## config.mk

```make
export PLATFORM = sky130hd
export DESIGN_NAME = mem_addr_decoder
export DESIGN_NICKNAME = d
export VERILOG_FILES = /design/src/rtl/mem_addr_decoder.sv
export SDC_FILE = /design/constraint.sdc
export NUM_CORES = 1
export LEC_CHECK = 0
export CAP_MARGIN = 20
export CORE_MARGIN = 5
export CORE_UTILIZATION = 61
export CTS_BUF_LIST = sky130_fd_sc_hd__clkbuf_16
export CTS_CLUSTER_DIAMETER = 120
export DETAILED_ROUTE_END_ITERATION = 6
export DONT_BUFFER_PORTS = 1
export HOLD_SLACK_MARGIN = 0.12
export PLACE_DENSITY = 0.77
export SLEW_MARGIN = 25
export SYNTH_ARGS = -nofsm -noshare
export SYNTH_HDL_FRONTEND = slang
export SYNTH_SLANG_ARGS = --single-unit
```

## constraint.sdc

```tcl
create_clock -name clk -period 4.45 [get_ports clk]
set_clock_uncertainty 0.1 [all_clocks]
set_input_delay 0.6675 -clock clk [delete_from_list [all_inputs] [get_ports clk]]
set_output_delay 0.6675 -clock clk [all_outputs]
set_load 0.01 [all_outputs]
```

## src/rtl/mem_addr_decoder.sv

```systemverilog
`default_nettype none
// ============================================================================
// Module   : mem_addr_decoder
// Purpose  : Translates a 32-bit MIPS32 virtual byte address into a PA_W-bit
//            physical offset within either the global data window or the
//            stack window. Addresses that hit neither window are flagged
//            invalid. All outputs are registered (one cycle of latency).
//
// Ports    : clk       in   1     system clock, rising edge
//            rst       in   1     synchronous active-high reset
//            vAddr     in   32    virtual byte address from the CPU
//            pAddr     out  PA_W  offset into the selected window
//            iAddr     out  1     1 = address hits neither window
//            region    out  2     00 none, 01 data, 10 stack
//            fault     out  1     sticky miss flag      (MEMDEC_FAULT_LATCH_EN)
//            faultAddr out  32    address of first miss (MEMDEC_FAULT_LATCH_EN)
//
// Options  : MEMDEC_FAULT_LATCH_EN - adds the sticky fault / faultAddr capture.
//
// Revision : 1.0 - initial release
// ============================================================================
module mem_addr_decoder #(
  parameter logic [31:0] DATA_BASE  = 32'h1001_0000,
  parameter logic [31:0] STACK_BASE = 32'h7FFF_EFFC,
  parameter logic [31:0] WIN_SIZE   = 32'h0000_1000,
  parameter int          PA_W       = 11
) (
  input  logic            clk,
  input  logic            rst,
  input  logic [31:0]     vAddr,
  output logic [PA_W-1:0] pAddr,
  output logic            iAddr,
`ifdef MEMDEC_FAULT_LATCH_EN
  output logic [1:0]      region,
  output logic            fault,
  output logic [31:0]     faultAddr
`else
  output logic [1:0]      region
`endif
);

  localparam logic [1:0] REG_NONE  = 2'b00;
  localparam logic [1:0] REG_DATA  = 2'b01;
  localparam logic [1:0] REG_STACK = 2'b10;

  // Offsets are formed by subtraction first; testing "base <= a" plus
  // "a - base < size" avoids the wrap-around that base+size could hit.
  logic [31:0] w_data_diff;
  logic [31:0] w_stack_diff;
  logic        w_data_hit;
  logic        w_stack_hit;

  logic [PA_W-1:0] pAddr_d,  pAddr_q;
  logic            iAddr_d,  iAddr_q;
  logic [1:0]      region_d, region_q;

  assign w_data_diff  = vAddr - DATA_BASE;
  assign w_stack_diff = vAddr - STACK_BASE;
  assign w_data_hit   = (vAddr >= DATA_BASE)  && (w_data_diff  < WIN_SIZE);
  assign w_stack_hit  = (vAddr >= STACK_BASE) && (w_stack_diff < WIN_SIZE);

  // Data window takes priority should parameters ever make them overlap.
  always_comb begin
    pAddr_d  = '0;
    iAddr_d  = 1'b1;
    region_d = REG_NONE;
    if (w_data_hit) begin
      pAddr_d  = w_data_diff[PA_W-1:0];
      iAddr_d  = 1'b0;
      region_d = REG_DATA;
    end else if (w_stack_hit) begin
      pAddr_d  = w_stack_diff[PA_W-1:0];
      iAddr_d  = 1'b0;
      region_d = REG_STACK;
    end
  end

  always_ff @(posedge clk) begin
    if (rst) begin
      pAddr_q  <= '0;
      iAddr_q  <= 1'b0;
      region_q <= REG_NONE;
    end else begin
      pAddr_q  <= pAddr_d;
      iAddr_q  <= iAddr_d;
      region_q <= region_d;
    end
  end

  assign pAddr  = pAddr_q;
  assign iAddr  = iAddr_q;
  assign region = region_q;

`ifdef MEMDEC_FAULT_LATCH_EN
  logic        fault_q;
  logic [31:0] faultAddr_q;

  // Only the first miss is captured; the flag holds until reset.
  always_ff @(posedge clk) begin
    if (rst) begin
      fault_q     <= 1'b0;
      faultAddr_q <= '0;
    end else if (!fault_q && iAddr_d) begin
      fault_q     <= 1'b1;
      faultAddr_q <= vAddr;
    end
  end

  assign fault     = fault_q;
  assign faultAddr = faultAddr_q;
`endif

endmodule
`default_nettype wire

```

==> flow_summary.yaml <==
global_routing:
  first_global_vias: 1243
  met1_usage_pct: 30.5
  grt_max_degree: 15
  busiest_layer: "met2"
  grtUsageMet2_pct: 35.8
  grt_overflow_total: 0
  grt_use_met3_pct: 8.05
  antenna_found_initial: 0
  grt_first_pass_wirelength_um: 6040
  grt.total_usage_pct: 23.2
place:
  gp_congestion: 0.981
  dpl_cell_area_mm2: 0.00130
  dp_cells: 181
  hpwlAfterDp_um: 2770
  portBuffers: 0
clock_network:
  clock_sinks: 14
  clkSlewWorstSetupHoldPaths_ns: 0.05
  cts_buffers: 3
  h-tree-depth: 1
  cts_tree: "yes"
  postCtsHoldBufs: 0
  post_cts_buffers: 0
  clockBufferDepth: 2
  cts_resized: 0
  root_buffer: "clkbuf_16"
worst_setup_path:
  path_class: "in -> reg"
  worstSetupEndpointType: "flip-flop"
  path_max_fanout: 9
  critPathLaunchType: "input port"
  crit_path_max_incr_delay_ns: 0.66
  path_cells: "ha_1, and2_1, a31oi_1, o21ai_0, a211oi_1, o211ai_2, o41a_1, nor3b_2"
  critPathSlowestCell: "o41a_1"
  cp.required_ns: 4.51
  cp.arrival_ns: 2.96
synth:
  ys_ff_latch: 14
  avgSynthCellArea_um2: 8.28
  synth_cell_types: 53
  synthTopCellsByCount: "dfxtp_1 (14), nor2_1 (9), nand4_1 (8)"
  synthCells: 161
  synth_area_leader_cell: "dfxtp_1"
  synth_enable_flop_cells: 0
  synth_top_area_share_pct: 21.0
  syn_area_mm2: 0.00133
  synthesis.nets: 197
  ys_seq_area_share_pct: 21.0
  synthTopCellsByArea: "dfxtp_1 (21%), nor3_2 (5.3%), xor2_1 (3.9%), nand4_1 (3.8%), buf_6 (3.4%)"
  yosysMostFrequentCell: "dfxtp_1"
  synthArstFlopShare_pct: 0
  ys_warn_count: 0
  synth-main-ff-cell: "dfxtp_1"
floorplan:
  die_w_um: 56.7
  ios: 48
  initial_core_util_pct: 62.0
  die_h_um: 56.7
  num_rows: 17
  die_area_mm2: 0.00322
  coreArea_mm2: 0.00215
job:
  drv_cap: 0
detailed_routing:
  antenna_left: 0
  viasPerCell: 7.05
  vias: 1305
  first_pass_iters: 4
  routedWlPerCell_um: 19.7
  drtIter0Drc: 61
  wl_um: 3650
  drc: 0
timing:
  max_freq_ghz: 0.345
  hold_viol: 0
  setup_viol_count_final: 0
  min_period_ns: 2.90
  fin_setup_tns_ns: 0
  drv_slew: 0
  slew_headroom_pct: 61.2
  worst_pin_slew_ns: 0.582
  rsz0062_at_grt: "no"
  fin_crit_sh_pct: 65.1
pwr:
  irDropWorstVdd_mv: 0.284
  power_mw: 0.340
  p_leak_nw: 0.444
  powerDensity_mw_per_mm2: 246
cells_and_area:
  instances_no_fill: 185
  layout.nets: 194
  drive_gt1_share_pct: 17.2
  design_area_mm2: 0.00138
  areaGrowthSynthToFinish_pct: 3.76
  fillers: 194
  antenna_cells: 0
status:
  status: "completed"
hold_path:
  hold_class: "in -> reg"
cell type report:
class                           instances  area [um2]  share of cell area, %
Multi-Input combinational cell        134         970                   70.1
Tap cell                               28        35.0                   2.53
Sequential cell                        14         280                   20.3
Clock inverter                          1        3.75                  0.271
Clock buffer                            3        75.1                   5.43
Inverter                                5        18.8                   1.36
worst max-delay path: cells and delay by family:
family	cells	cell delay [ns]
compound gates	5	1.62
fa+ha+maj	1	0.21
simple gates	2	0.45
report_power, final:
part	internal (mW)	switching [mW]
logic	0.0217	0.0227
registers	0.126	0.000415
clock network	0.119	0.0503
stage by stage:
stage,util (%),worst slack [ns],hold slack (ns)
floorplan,-,1.68,0.662
global placement,60.7,1.43,0.640
detailed placement,60.7,1.37,0.642
CTS,64.4,1.62,0.390
global route,64.4,1.48,0.386
finish,64.4,1.55,0.392
routing by layer:
metal	share of wire, %	up-vias
met5	0	-
met4	1.1	0
met3	11	6
met2	45	75
met1	42	599
li1	-	625
sequential cells by signal, summed over array words and instances (netlist names):
register and count:
pAddr 11, region 2, iAddr 1
logic make-up after synthesis:
| logic type | Yosys count | synth area share, % |
|---|---|---|
| adder cells (fa/ha/maj) | 2 | 1.88 |
| XOR/XNOR | 11 | 7.23 |
| buffers and inverters | 13 | 6.20 |
| AO/OA/AOI/OAI | 33 | 20.1 |
| flip-flops | 14 | 21.0 |
| AND/OR/NAND/NOR | 88 | 43.6 |
placed cells by master, fill, tap and decap left out, types with 3 or more instances in the layout:
cell type and instances:
a21oi_1 4, inv_1 5, nand2_1 7, xnor2_1 5, nand3_1 7, or4_1 4
and3_2 3, a31oi_1 3, nor3_2 7, o21ai_0 5, nor4_1 7, nand4_1 8
and3_1 5, and2_1 3, clkbuf_16 3, nor2_1 9, xor2_1 6, nor2b_1 4
dfxtp_1 14, nor3_1 7
path summary, 6_finish.rpt:
| path | startpoint | end | slack (ns) | cells past startpoint |
|---|---|---|---|---|
| max | vAddr[2] | pAddr[0] | 1.55 | 8 |
| min | rst | pAddr[7] | 0.39 | 1 |
No activity file was read; power rests on OpenSTA's default activity.
